<file path="src/rtl/video_timing_gen.sv">
// video_timing_gen: raster timing generator with sync polarity, pixel-clock
// divider, line/frame strobes and frame-boundary timing reprogramming. Rev 1.0
`default_nettype none

module video_timing_gen #(
  parameter int DATA_WIDTH = 10,
  parameter int H_DISPLAY  = 256,
  parameter int H_FRONT    = 7,
  parameter int H_SYNC     = 23,
  parameter int H_BACK     = 23,
  parameter int V_DISPLAY  = 240,
  parameter int V_BOTTOM   = 14,
  parameter int V_SYNC     = 3,
  parameter int V_TOP      = 5,
  parameter int HSYNC_POL  = 0,
  parameter int VSYNC_POL  = 0,
  parameter int PIX_DIV    = 1
) (
  input  logic                  clk,
  input  logic                  reset_n,
  input  logic                  cfg_valid,
  output logic                  cfg_ready,
  input  logic [DATA_WIDTH-1:0] cfg_h_display,
  input  logic [DATA_WIDTH-1:0] cfg_h_front,
  input  logic [DATA_WIDTH-1:0] cfg_h_sync,
  input  logic [DATA_WIDTH-1:0] cfg_h_back,
  input  logic [DATA_WIDTH-1:0] cfg_v_display,
  input  logic [DATA_WIDTH-1:0] cfg_v_bottom,
  input  logic [DATA_WIDTH-1:0] cfg_v_sync,
  input  logic [DATA_WIDTH-1:0] cfg_v_top,
  output logic                  cfg_err,
  output logic                  pix_en,
  output logic                  hsync,
  output logic                  vsync,
  output logic                  display_on,
  output logic                  line_start,
  output logic                  frame_start,
  output logic [DATA_WIDTH-1:0] hpos,
  output logic [DATA_WIDTH-1:0] vpos
);

  localparam int SW    = DATA_WIDTH + 2;
  localparam int DIV_W = (PIX_DIV > 1) ? $clog2(PIX_DIV) : 1;
  localparam logic H_POL = 1'(HSYNC_POL != 0);
  localparam logic V_POL = 1'(VSYNC_POL != 0);
  localparam logic [SW-1:0] MAX_TOTAL = SW'(2 ** DATA_WIDTH);
  localparam logic [DATA_WIDTH-1:0] RESET_HMAX = DATA_WIDTH'(H_DISPLAY + H_FRONT + H_SYNC + H_BACK - 1);
  localparam logic [DATA_WIDTH-1:0] RESET_VMAX = DATA_WIDTH'(V_DISPLAY + V_BOTTOM + V_SYNC + V_TOP - 1);

  typedef struct packed {
    logic [DATA_WIDTH-1:0] hd, hf, hs, hb, vd, vb, vs, vt;
  } timing_t;

  localparam timing_t RESET_CFG = '{
    hd: DATA_WIDTH'(H_DISPLAY), hf: DATA_WIDTH'(H_FRONT),
    hs: DATA_WIDTH'(H_SYNC),    hb: DATA_WIDTH'(H_BACK),
    vd: DATA_WIDTH'(V_DISPLAY), vb: DATA_WIDTH'(V_BOTTOM),
    vs: DATA_WIDTH'(V_SYNC),    vt: DATA_WIDTH'(V_TOP)
  };

  function automatic logic [SW-1:0] ext(input logic [DATA_WIDTH-1:0] x);
    return {2'b00, x};
  endfunction

  timing_t               active_cfg, pend_cfg, offered, use_cfg;
  logic                  pend_valid;
  logic                  tick, h_wrap, v_wrap, apply, offered_ok;
  logic [SW-1:0]         h_max, v_max, h_tot, v_tot;
  logic [SW-1:0]         hs_start, hs_end, vs_start, vs_end;
  logic [DATA_WIDTH-1:0] next_h, next_v;
  logic                  next_hs_act, next_vs_act, next_de;

  if (PIX_DIV > 1) begin : g_div
    logic [DIV_W-1:0] div_cnt;
    always_ff @(posedge clk or negedge reset_n) begin
      if (!reset_n) div_cnt <= '0;
      else if (tick) div_cnt <= '0;
      else div_cnt <= div_cnt + DIV_W'(1);
    end
    assign tick = (div_cnt == DIV_W'(PIX_DIV - 1));
  end else begin : g_no_div
    assign tick = 1'b1;
  end

  assign offered = '{
    hd: cfg_h_display, hf: cfg_h_front, hs: cfg_h_sync, hb: cfg_h_back,
    vd: cfg_v_display, vb: cfg_v_bottom, vs: cfg_v_sync, vt: cfg_v_top
  };
  assign cfg_ready = !pend_valid;

  always_comb begin
    h_max  = ext(active_cfg.hd) + ext(active_cfg.hf) + ext(active_cfg.hs) + ext(active_cfg.hb) - SW'(1);
    v_max  = ext(active_cfg.vd) + ext(active_cfg.vb) + ext(active_cfg.vs) + ext(active_cfg.vt) - SW'(1);
    h_wrap = (ext(hpos) == h_max);
    v_wrap = (ext(vpos) == v_max);
    apply  = tick && h_wrap && v_wrap && pend_valid;
    // The first pixel of a reprogrammed frame is already described with the new timing.
    use_cfg = apply ? pend_cfg : active_cfg;
    next_h  = h_wrap ? '0 : hpos + DATA_WIDTH'(1);
    next_v  = h_wrap ? (v_wrap ? '0 : vpos + DATA_WIDTH'(1)) : vpos;
    hs_start = ext(use_cfg.hd) + ext(use_cfg.hf);
    hs_end   = hs_start + ext(use_cfg.hs) - SW'(1);
    vs_start = ext(use_cfg.vd) + ext(use_cfg.vb);
    vs_end   = vs_start + ext(use_cfg.vs) - SW'(1);
    next_hs_act = (ext(next_h) >= hs_start) && (ext(next_h) <= hs_end);
    next_vs_act = (ext(next_v) >= vs_start) && (ext(next_v) <= vs_end);
    next_de     = (next_h < use_cfg.hd) && (next_v < use_cfg.vd);
    h_tot = ext(offered.hd) + ext(offered.hf) + ext(offered.hs) + ext(offered.hb);
    v_tot = ext(offered.vd) + ext(offered.vb) + ext(offered.vs) + ext(offered.vt);
    offered_ok = (offered.hd != '0) && (offered.hs != '0) && (offered.vd != '0) &&
                 (offered.vs != '0) && (h_tot <= MAX_TOTAL) && (v_tot <= MAX_TOTAL);
  end

  always_ff @(posedge clk or negedge reset_n) begin
    if (!reset_n) begin
      active_cfg  <= RESET_CFG;
      pend_cfg    <= '0;
      pend_valid  <= 1'b0;
      cfg_err     <= 1'b0;
      pix_en      <= 1'b0;
      hpos        <= RESET_HMAX;
      vpos        <= RESET_VMAX;
      hsync       <= ~H_POL;
      vsync       <= ~V_POL;
      display_on  <= 1'b0;
      line_start  <= 1'b0;
      frame_start <= 1'b0;
    end else begin
      pix_en  <= tick;
      cfg_err <= 1'b0;
      if (tick) begin
        hpos        <= next_h;
        vpos        <= next_v;
        hsync       <= next_hs_act ^ ~H_POL;
        vsync       <= next_vs_act ^ ~V_POL;
        display_on  <= next_de;
        line_start  <= (next_h == '0);
        frame_start <= (next_h == '0) && (next_v == '0);
      end
      if (apply) begin
        active_cfg <= pend_cfg;
        pend_valid <= 1'b0;
      end
      // Acceptance needs cfg_ready, so it never coincides with an apply.
      if (cfg_valid && !pend_valid) begin
        if (offered_ok) begin
          pend_cfg   <= offered;
          pend_valid <= 1'b1;
        end else begin
          cfg_err <= 1'b1;
        end
      end
    end
  end

endmodule

`default_nettype wire

</file>
<file path="config.mk">
export PLATFORM = sky130hd
export DESIGN_NAME = video_timing_gen
export DESIGN_NICKNAME = d
export VERILOG_FILES = /design/src/rtl/video_timing_gen.sv
export SDC_FILE = /design/constraint.sdc
export NUM_CORES = 1
export LEC_CHECK = 0
export CAP_MARGIN = 20
export CORE_ASPECT_RATIO = 1.1
export CORE_MARGIN = 2
export CORE_UTILIZATION = 50
export DETAILED_ROUTE_END_ITERATION = 10
export PLACE_DENSITY = 0.74
export SYNTH_ARGS = -nofsm -noshare
export SYNTH_HDL_FRONTEND = slang
export SYNTH_SLANG_ARGS = --single-unit
</file>
<file path="constraint.sdc">
create_clock -name clk -period 11.15 [get_ports clk]
set_input_delay 1.6725 -clock clk [delete_from_list [all_inputs] [get_ports clk]]
set_output_delay 1.6725 -clock clk [all_outputs]
set_load 0.02 [all_outputs]
</file>
==> results of run 1 <==
==> layout by cell type, fill, tap and decap left out, drive strengths merged, types with 26 or more instances in the layout <==
cell type      netlist  routed
a21oi               59      59
mux2i               27      27
xor2                37      37
xnor2               57      57
dfstp               32      32
inv                197     203
nor2                53      53
mux2               116     116
clkdlybuf4s50        0     109
o21ai               62      62
nand2               69      69
nand3               26      26
fa                  82      82
dfrtp              156     156
ha                 172     172
a21o                36      36
==> cells by family after synthesis <==
kind of cell,synth area share (%)
xor gates and xnor gates,5.52
adders and majority gates,25.4
buffers and inverters,6.50
DFF,31.8
other,0.0252
muxes,10.6
AOI/OAI and AO/OA,10.7
and+or+nand+nor,9.41
==> stage by stage <==
stage               hold slack (ns)  instances  instance area [um^2]
finish                        0.490       1914                 16900
global route                  0.527       1914                 16900
CTS                           0.497       1913                 16900
detailed placement            0.478       1881                 16300
global placement              0.463       1881                 16300
floorplan                     0.446       1427                 14900
==> layer usage <==
metal	share of wire [%]	track usage [%]	up-vias	wire length, um
met2	53	45.9	251	19000
met1	39	27.4	5229	14100
met4	4.5	11.0	0	1600
li1	-	-	5133	-
met5	0	0	-	0
met3	3.3	3.27	85	1180
==> state kept, by name, indices dropped and copies added (netlist names) <==
| register | count |
|---|---|
| active_cfg | 80 |
| pend_cfg | 80 |
| hpos | 10 |
| vpos | 10 |
| cfg_err | 1 |
| display_on | 1 |
| frame_start | 1 |
| hsync | 1 |
| line_start | 1 |
| pend_valid | 1 |
| pix_en | 1 |
| vsync | 1 |
==> area by class of cell <==
type / instances / share of cell area (%)
Timing Repair Buffer: 115 / 6.86
Clock inverter: 15 / 1.20
Tap cell: 374 / 2.76
Inverter: 197 / 4.36
Multi-Input combinational cell: 1008 / 54.3
Clock buffer: 17 / 2.51
Sequential cell: 188 / 28.0
==> worst register-to-register path, delay by kind of cell, from the launching register on <==
family          cells  cell delay [ns]
mux                 2             0.82
xor+xnor            2             0.28
compound gates     12             2.06
fa+ha+maj           8             2.82
simple gates        8             2.35
buf+inv             4             0.68
flops               1             0.52
==> power by group through the flow <==
| stage | clock [mW] | combinational (mW) | sequential (mW) |
|---|---|---|---|
| floorplan | 0 | 0.204 | 0.735 |
| global placement | 0 | 0.296 | 0.744 |
| detailed placement | 0 | 0.307 | 0.745 |
| CTS | 0.652 | 0.309 | 0.732 |
| global route | 0.682 | 0.346 | 0.735 |
| finish | 0.641 | 0.308 | 0.732 |
==> worst max path at each step <==
stage / start / slack, ns / end / cells past startpoint
6_report: active_cfg[42] / 1.54 / vsync / 36
5_1_grt: active_cfg[51] / 0.77 / vsync / 40
4_1_cts: active_cfg[51] / 1.55 / vsync / 40
3_5_place_dp: active_cfg[51] / 1.57 / vsync / 40
3_3_place_gp: active_cfg[51] / 1.79 / vsync / 40
2_1_floorplan: active_cfg[52] / 2.48 / vsync / 40
==> impl_metrics.py, run 1 <==
metrics = {
    "status": {
        "status": "finished, final reports clean",
    },
    "die": {
        "die-height_um": 185,
        "die_w_um": 169,
        "rows": 66,
        "dieArea_mm2": 0.0312,
        "initial_core_util_pct": 50.6,
        "top_level_ports": 111,
        "core_area_mm2": 0.0295,
    },
    "global_route": {
        "grt_pass1_vias": 11400,
        "antenna_found_initial": 0,
        "grt_util_all_layers_pct": 24.4,
        "grt_max_degree": 115,
        "gr-total-overflow": 0,
        "grt_pass1_wl_um": 58800,
    },
    "logic_synthesis": {
        "synth-seq-cells": 188,
        "postSynthCellCount": 1427,
        "synth_top_area_share_pct": 26.2,
        "yosys_most_used_dff": "dfrtp_1",
        "ys_warn_count": 0,
        "netlist_area_mm2": 0.0149,
        "synth_area_leaders": "dfrtp_1, ha_1, fa_1, mux2_2, dfstp_2",
        "synthTopCellsByCount": "inv_1, ha_1, dfrtp_1, mux2_2, fa_1",
        "synth-seq-area-share_pct": 31.8,
        "avgSynthCellArea_um2": 10.4,
        "yosysTopAreaCell": "dfrtp_1",
        "synth_edf_count": 0,
        "synth_cell_types": 78,
        "synth.most_common_cell": "inv_1",
        "synth-async-reset-ratio_pct": 100,
        "synth_nets": 1764,
    },
    "worst_setup_path": {
        "reg2reg_depth": 36,
        "startpoint_type": "register",
        "cpPeakStageDelay_ns": 0.61,
        "r2r-end": "vsync",
        "cp.arrival_ns": 9.97,
        "endpoint_kind": "register",
        "path_class": "register to register",
        "regToRegSetupSlack_ns": 1.54,
        "crit_fanout": 40,
        "crit_family": "adder cells",
        "reg2reg_from": "active_cfg[42]",
        "cp.required_ns": 11.51,
        "cp_slowest_cell": "and3_4",
        "crit_buf_inv": 4,
        "cpMostUsedCell": "ha_1",
    },
    "cts": {
        "cts_resized": 0,
        "cts_setup_buffers": 0,
        "root_buffer": "clkbuf_16",
        "clock-sinks": 188,
        "clkTransAtPathRegs_ns": 0.08,
        "insertion_delay_ns": 0.46,
        "clk_path_buf_depth": 2,
        "cts_hold_buf": 0,
        "cts_tree": "done",
        "numCtsBuffers": 17,
        "h-tree-depth": 4,
    },
    "place": {
        "io_buffers": 110,
        "pre_cts_ws_ns": 1.57,
        "place_congestion": 0.945,
        "hpwl_um": 28700,
    },
    "layout": {
        "final_nets": 1864,
        "n_antenna_cell": 0,
        "final_layout_size_suffix_gt1_share_pct": 12.5,
        "multi_input_area_mm2": 0.00920,
        "final_util_pct": 57.5,
        "regArea_mm2": 0.00474,
        "n_fill_cell": 2459,
        "syn2layout_area_growth_pct": 13.7,
    },
    "drt": {
        "vias": 10700,
        "avgViaCountPerCell": 5.59,
        "dr.pass1.iters": 6,
        "wl_um": 35900,
        "post_drt_wl_per_cell_um": 18.8,
        "dr.first_iter.drc_count": 549,
        "drc": 0,
        "antenna_left": 0,
    },
    "power_and_ir_drop": {
        "internal_power_mw": 1.19,
        "power_density_mw_per_mm2": 99.2,
        "p_clk_share_pct": 38.1,
        "p_leak_nw": 8.20,
        "switchingPower_uw": 493,
        "netSwitchingFraction_pct": 29.4,
        "peakVddDrop_mv": 0.0929,
        "power.total_mw": 1.68,
        "p_seq_share_pct": 43.6,
        "power_frac_comb_pct": 18.3,
    },
    "job": {
        "maxCapViolCount": 0,
    },
    "timing": {
        "setup_tns_ns": 0,
        "finalSetupViolCount": 0,
        "worst_slack_ns": 1.54,
        "drv_slew": 0,
        "relSlewSlack_pct": 25.8,
        "fmax_ghz": 0.104,
        "fin_crit_sh_pct": 86.2,
        "worstMarginPinSlew_ns": 1.11,
        "post-route-min-period_ns": 9.61,
        "hold_viol_final": 0,
        "clock_skew_ns": 0.0156,
        "rsz0062_at_grt": "false",
    },
    "hold_path": {
        "hp-start": "pend_cfg[7]",
        "min_delay_path_depth": 2,
        "hold_end": "active_cfg[7]",
        "hp-class": "register to register",
    },
}
Power figures use the tool's default switching activity.
==> run 2: changes to the inputs <==
- clock period: 11.15 -> 12.1 ns (I/O delays scaled with it)
==> impl_metrics.py, run 2 (same netlist as run 1, synthesis figures left out) <==
metrics = {
    "timing": {
        "drv_slew": 0,
        "clock_skew_ns": 0.0204,
        "post-route-min-period_ns": 9.92,
        "finalSetupViolCount": 0,
        "relSlewSlack_pct": 33.4,
        "setup_tns_ns": 0,
        "hold_viol_final": 0,
        "rsz0062_at_grt": "false",
        "fin_crit_sh_pct": 82.0,
        "fmax_ghz": 0.101,
        "worstMarginPinSlew_ns": 0.988,
    },
    "worst_setup_path": {
        "reg2reg_from": "active_cfg[51]",
        "r2r-end": "hsync",
        "crit_buf_inv": 5,
        "endpoint_kind": "register",
        "cp.required_ns": 12.47,
        "cp.arrival_ns": 10.29,
        "cpPeakStageDelay_ns": 0.87,
        "regToRegSetupSlack_ns": 2.18,
        "reg2reg_depth": 38,
        "startpoint_type": "register",
        "crit_family": "adder cells",
        "crit_fanout": 69,
        "path_class": "register to register",
        "cp_slowest_cell": "and3_4",
    },
    "job": {
        "maxCapViolCount": 0,
    },
    "cts": {
        "root_buffer": "clkbuf_16",
        "clk_path_buf_depth": 2,
        "insertion_delay_ns": 0.45,
        "h-tree-depth": 4,
        "clkTransAtPathRegs_ns": 0.08,
        "cts_resized": 0,
        "numCtsBuffers": 17,
        "cts_hold_buf": 0,
        "cts_tree": "done",
        "cts_setup_buffers": 0,
        "clock-sinks": 188,
    },
    "drt": {
        "vias": 10500,
        "avgViaCountPerCell": 5.51,
        "wl_um": 35700,
        "dr.pass1.iters": 5,
        "drc": 0,
        "dr.first_iter.drc_count": 540,
        "post_drt_wl_per_cell_um": 18.7,
        "antenna_left": 0,
    },
    "global_route": {
        "grt_util_all_layers_pct": 24.0,
        "grt_pass1_vias": 11300,
        "grt_pass1_wl_um": 58300,
        "gr-total-overflow": 0,
        "grt_max_degree": 105,
        "antenna_found_initial": 0,
    },
    "layout": {
        "syn2layout_area_growth_pct": 13.6,
        "final_nets": 1864,
        "final_layout_size_suffix_gt1_share_pct": 12.5,
        "largestRegisters": "active_cfg (80), pend_cfg (80)",
        "fin_cells": 1914,
        "final_cell_mix": "inv_1, ha_1, dfrtp_1, clkdlybuf4s50_1, mux2_2",
        "final_util_pct": 57.4,
        "n_antenna_cell": 0,
        "final_common_cell": "inv_1",
        "fin_area_mm2": 0.0169,
        "n_fill_cell": 2448,
    },
    "die": {
        "core_area_mm2": 0.0295,
        "die_w_um": 169,
        "top_level_ports": 111,
        "dieArea_mm2": 0.0312,
        "rows": 66,
        "initial_core_util_pct": 50.6,
        "die-height_um": 185,
    },
    "place": {
        "io_buffers": 110,
        "place_area_mm2": 0.0163,
        "place_congestion": 0.937,
        "hpwl_um": 28400,
        "dp_cells": 1880,
    },
    "power_and_ir_drop": {
        "p_leak_nw": 8.18,
        "peakVddDrop_mv": 0.0975,
        "power_density_mw_per_mm2": 90.3,
    },
    "hold_path": {
        "min_delay_path_depth": 2,
        "hp-start": "pend_cfg[5]",
        "hp-class": "register to register",
        "hold_end": "active_cfg[5]",
    },
    "status": {
        "status": "finished, final reports clean",
    },
}
[run 2: changes by cell type in the layout (fill, tap and decap cells not counted), sizes merged]
cell / previous run / this run
clkinv: 8 / 4
clkinvlp: 0 / 3
inv: 203 / 204
[run 2: worst reg2reg max path: cells and delay by family, from the launching register on]
family	cells	cell delay, ns
simple gates	9	2.90
xor+xnor	4	0.79
fa+ha+maj	9	3.19
compound gates	10	1.73
mux	1	0.46
buf+inv	5	0.27
flops	1	0.53
[run 2: layout make-up]
class	count	area, um^2	area share, %
multi-input cells	1008	9200	54.4
well taps	374	468	2.76
clock buffers	17	425	2.51
clock inverters	15	174	1.03
inverters	197	739	4.37
flip-flops and latches	188	4740	28.0
repair buffers	115	1170	6.94
[run 2: layer usage]
metal / routed length, um / global-route usage, % / up-vias
met5: 0 / 0 / -
met4: 899 / 7.45 / 0
met3: 1000 / 3.27 / 47
met2: 19500 / 46.0 / 207
met1: 14400 / 27.8 / 5168
li1: - / - / 5121
[run 2: how the worst max path moves through the flow]
stage	start	endpoint	slack (ns)	cells past startpoint
CTS	active_cfg[41]	hsync	2.23	38
global route	active_cfg[41]	vsync	1.35	41
finish	active_cfg[51]	hsync	2.18	38
detailed placement	active_cfg[42]	vsync	2.30	37
floorplan	active_cfg[52]	vsync	3.43	40
global placement	active_cfg[51]	vsync	2.50	41
[run 2: report_power, final]
group	internal, mW	total, mW	switching (mW)
logic	0.138	0.283	0.145
registers	0.656	0.674	0.0184
clock network	0.295	0.571	0.276
total	1.09	1.53	0.439
[run 2: per-stage QoR]
stage                     power, mW  hold slack (ns)  worst slack, ns
final                          1.53            0.488             2.18
after global routing           1.60            0.513             1.35
after CTS                      1.54            0.493             2.23
after detailed placement      0.968            0.475             2.30
after global placement        0.957            0.465             2.50
after floorplan               0.865            0.446             3.43
==> run 3: changes to the inputs <==
- clock period: 12.1 -> 10.4 ns (I/O delays scaled with it)
==> impl_metrics.py, run 3 (same netlist as run 1, synthesis figures left out) <==
metrics = {
    "cts": {
        "numCtsBuffers": 17,
        "root_buffer": "clkbuf_16",
        "clock-sinks": 188,
        "cts_hold_buf": 0,
        "h-tree-depth": 4,
        "clkTransAtPathRegs_ns": 0.07,
        "clk_path_buf_depth": 2,
        "insertion_delay_ns": 0.45,
        "cts_tree": "done",
    },
    "hold_path": {
        "min_delay_path_depth": 2,
        "hold_end": "active_cfg[46]",
        "hp-start": "pend_cfg[46]",
        "hp-class": "register to register",
    },
    "worst_setup_path": {
        "cpPeakStageDelay_ns": 0.53,
        "cp.arrival_ns": 9.89,
        "cp_slowest_cell": "dfstp_2",
        "reg2reg_from": "active_cfg[41]",
        "endpoint_kind": "register",
        "startpoint_type": "register",
        "regToRegSetupSlack_ns": 0.88,
        "cp.required_ns": 10.77,
        "crit_fanout": 24,
        "reg2reg_depth": 38,
        "r2r-end": "hsync",
        "path_class": "register to register",
    },
    "die": {
        "top_level_ports": 111,
        "die_w_um": 169,
        "rows": 66,
        "initial_core_util_pct": 50.6,
        "core_area_mm2": 0.0295,
        "die-height_um": 185,
        "dieArea_mm2": 0.0312,
    },
    "timing": {
        "relSlewSlack_pct": 26.7,
        "hold_viol_final": 0,
        "post-route-min-period_ns": 9.52,
        "fin_crit_sh_pct": 91.5,
        "clock_skew_ns": 0.0164,
        "holdWs_ns": 0.484,
        "setup_tns_ns": 0,
        "worstMarginPinSlew_ns": 1.10,
        "rsz0062_at_grt": "false",
        "finalSetupViolCount": 0,
        "drv_slew": 0,
        "fmax_ghz": 0.105,
    },
    "place": {
        "hpwl_um": 28900,
        "io_buffers": 110,
        "place_area_mm2": 0.0163,
        "place_congestion": 0.938,
    },
    "drt": {
        "vias": 10700,
        "wl_um": 36100,
        "avgViaCountPerCell": 5.56,
        "dr.first_iter.drc_count": 539,
        "post_drt_wl_per_cell_um": 18.8,
        "drc": 0,
        "dr.pass1.iters": 6,
        "antenna_left": 0,
    },
    "status": {
        "status": "finished, final reports clean",
    },
    "layout": {
        "final_cell_mix": "inv_1, ha_1, dfrtp_1, clkdlybuf4s50_1, mux2_2",
        "final_layout_size_suffix_gt1_share_pct": 12.6,
        "final_common_cell": "inv_1",
        "n_fill_cell": 2469,
        "final_util_pct": 57.3,
        "final_nets": 1869,
        "fin_area_mm2": 0.0169,
        "largestRegisters": "active_cfg (80), pend_cfg (80)",
        "n_antenna_cell": 0,
        "syn2layout_area_growth_pct": 13.2,
    },
    "power_and_ir_drop": {
        "p_leak_nw": 8.18,
        "peakVddDrop_mv": 0.131,
        "power_density_mw_per_mm2": 103,
    },
    "global_route": {
        "grt_max_degree": 114,
        "gr-total-overflow": 0,
        "grt_util_all_layers_pct": 24.3,
        "grt_pass1_wl_um": 58600,
        "grt_pass1_vias": 11300,
        "antenna_found_initial": 0,
    },
    "job": {
        "maxCapViolCount": 0,
    },
}
[run 3: cell types whose count changed in the layout (fill, tap and decap cells not counted)]
cell,before,now
buf_4,3,9
clkinv_2,0,6
inv_8,4,0
clkbuf_1,0,3
clkinv_8,2,0
clkinvlp_4,3,1
buf_12,1,0
buf_16,1,0
buf_6,0,1
clkbuf_8,1,2
clkinv_4,2,1
inv_6,3,2
[run 3: power breakdown]
part	switching, mW	leakage [nW]	internal (mW)	total [mW]
clock network	0.287	0.271	0.335	0.622
registers	0.0233	2.49	0.764	0.787
logic	0.170	5.42	0.159	0.330
total	0.480	8.18	1.26	1.74
[run 3: final cells by class]
class / instances / area, um^2 / share of cell area, %
Clock buffer: 21 / 450 / 2.67
Clock inverter: 11 / 93.8 / 0.556
Inverter: 197 / 739 / 4.38
Multi-Input combinational cell: 1008 / 9200 / 54.5
Sequential cell: 188 / 4740 / 28.1
Tap cell: 374 / 468 / 2.77
Timing Repair Buffer: 120 / 1180 / 7.01
[run 3: stage by stage]
stage                     setup WS, ns  power, mW  std cells
after floorplan                   1.73       1.01       1427
after global placement            1.09       1.12       1882
after detailed placement         0.753       1.13       1882
after CTS                        0.687       1.75       1914
after global routing             0.106       1.83       1919
final                            0.882       1.74       1919
[run 3: per-layer routing]
metal / vias up / GRT usage (%) / part of all wire, %
li1: 5127 / - / -
met1: 5235 / 27.7 / 40
met2: 236 / 46.0 / 53
met3: 67 / 3.82 / 3.6
met5: - / 0 / 0
met4: 0 / 8.83 / 3.3
[run 3: worst max-delay path, delay by kind of cell, from the launching register on]
kind,cells,cell delay (ns)
compound gates,10,1.70
xor+xnor,4,0.62
fa+ha+maj,8,2.90
buf+inv,6,0.64
flops,1,0.53
mux,1,0.41
simple gates,9,2.60
[run 3: worst max-delay path by stage]
stage                               from    end  slack [ns]  depth (start not counted)
after detailed placement  active_cfg[41]  vsync        0.75                         42
after CTS                 active_cfg[41]  vsync        0.69                         42
after global routing      active_cfg[41]  vsync        0.11                         42
final                     active_cfg[41]  hsync        0.88                         38
after floorplan           active_cfg[52]  vsync        1.73                         40
after global placement    active_cfg[41]  vsync        1.09                         42
[run 3: repair_timing]
action,4_1_cts,5_1_grt
buffers inserted,0,5
endpoints found under the setup margin,0,1
endpoints found under the hold margin,0,0
resized for setup,0,1
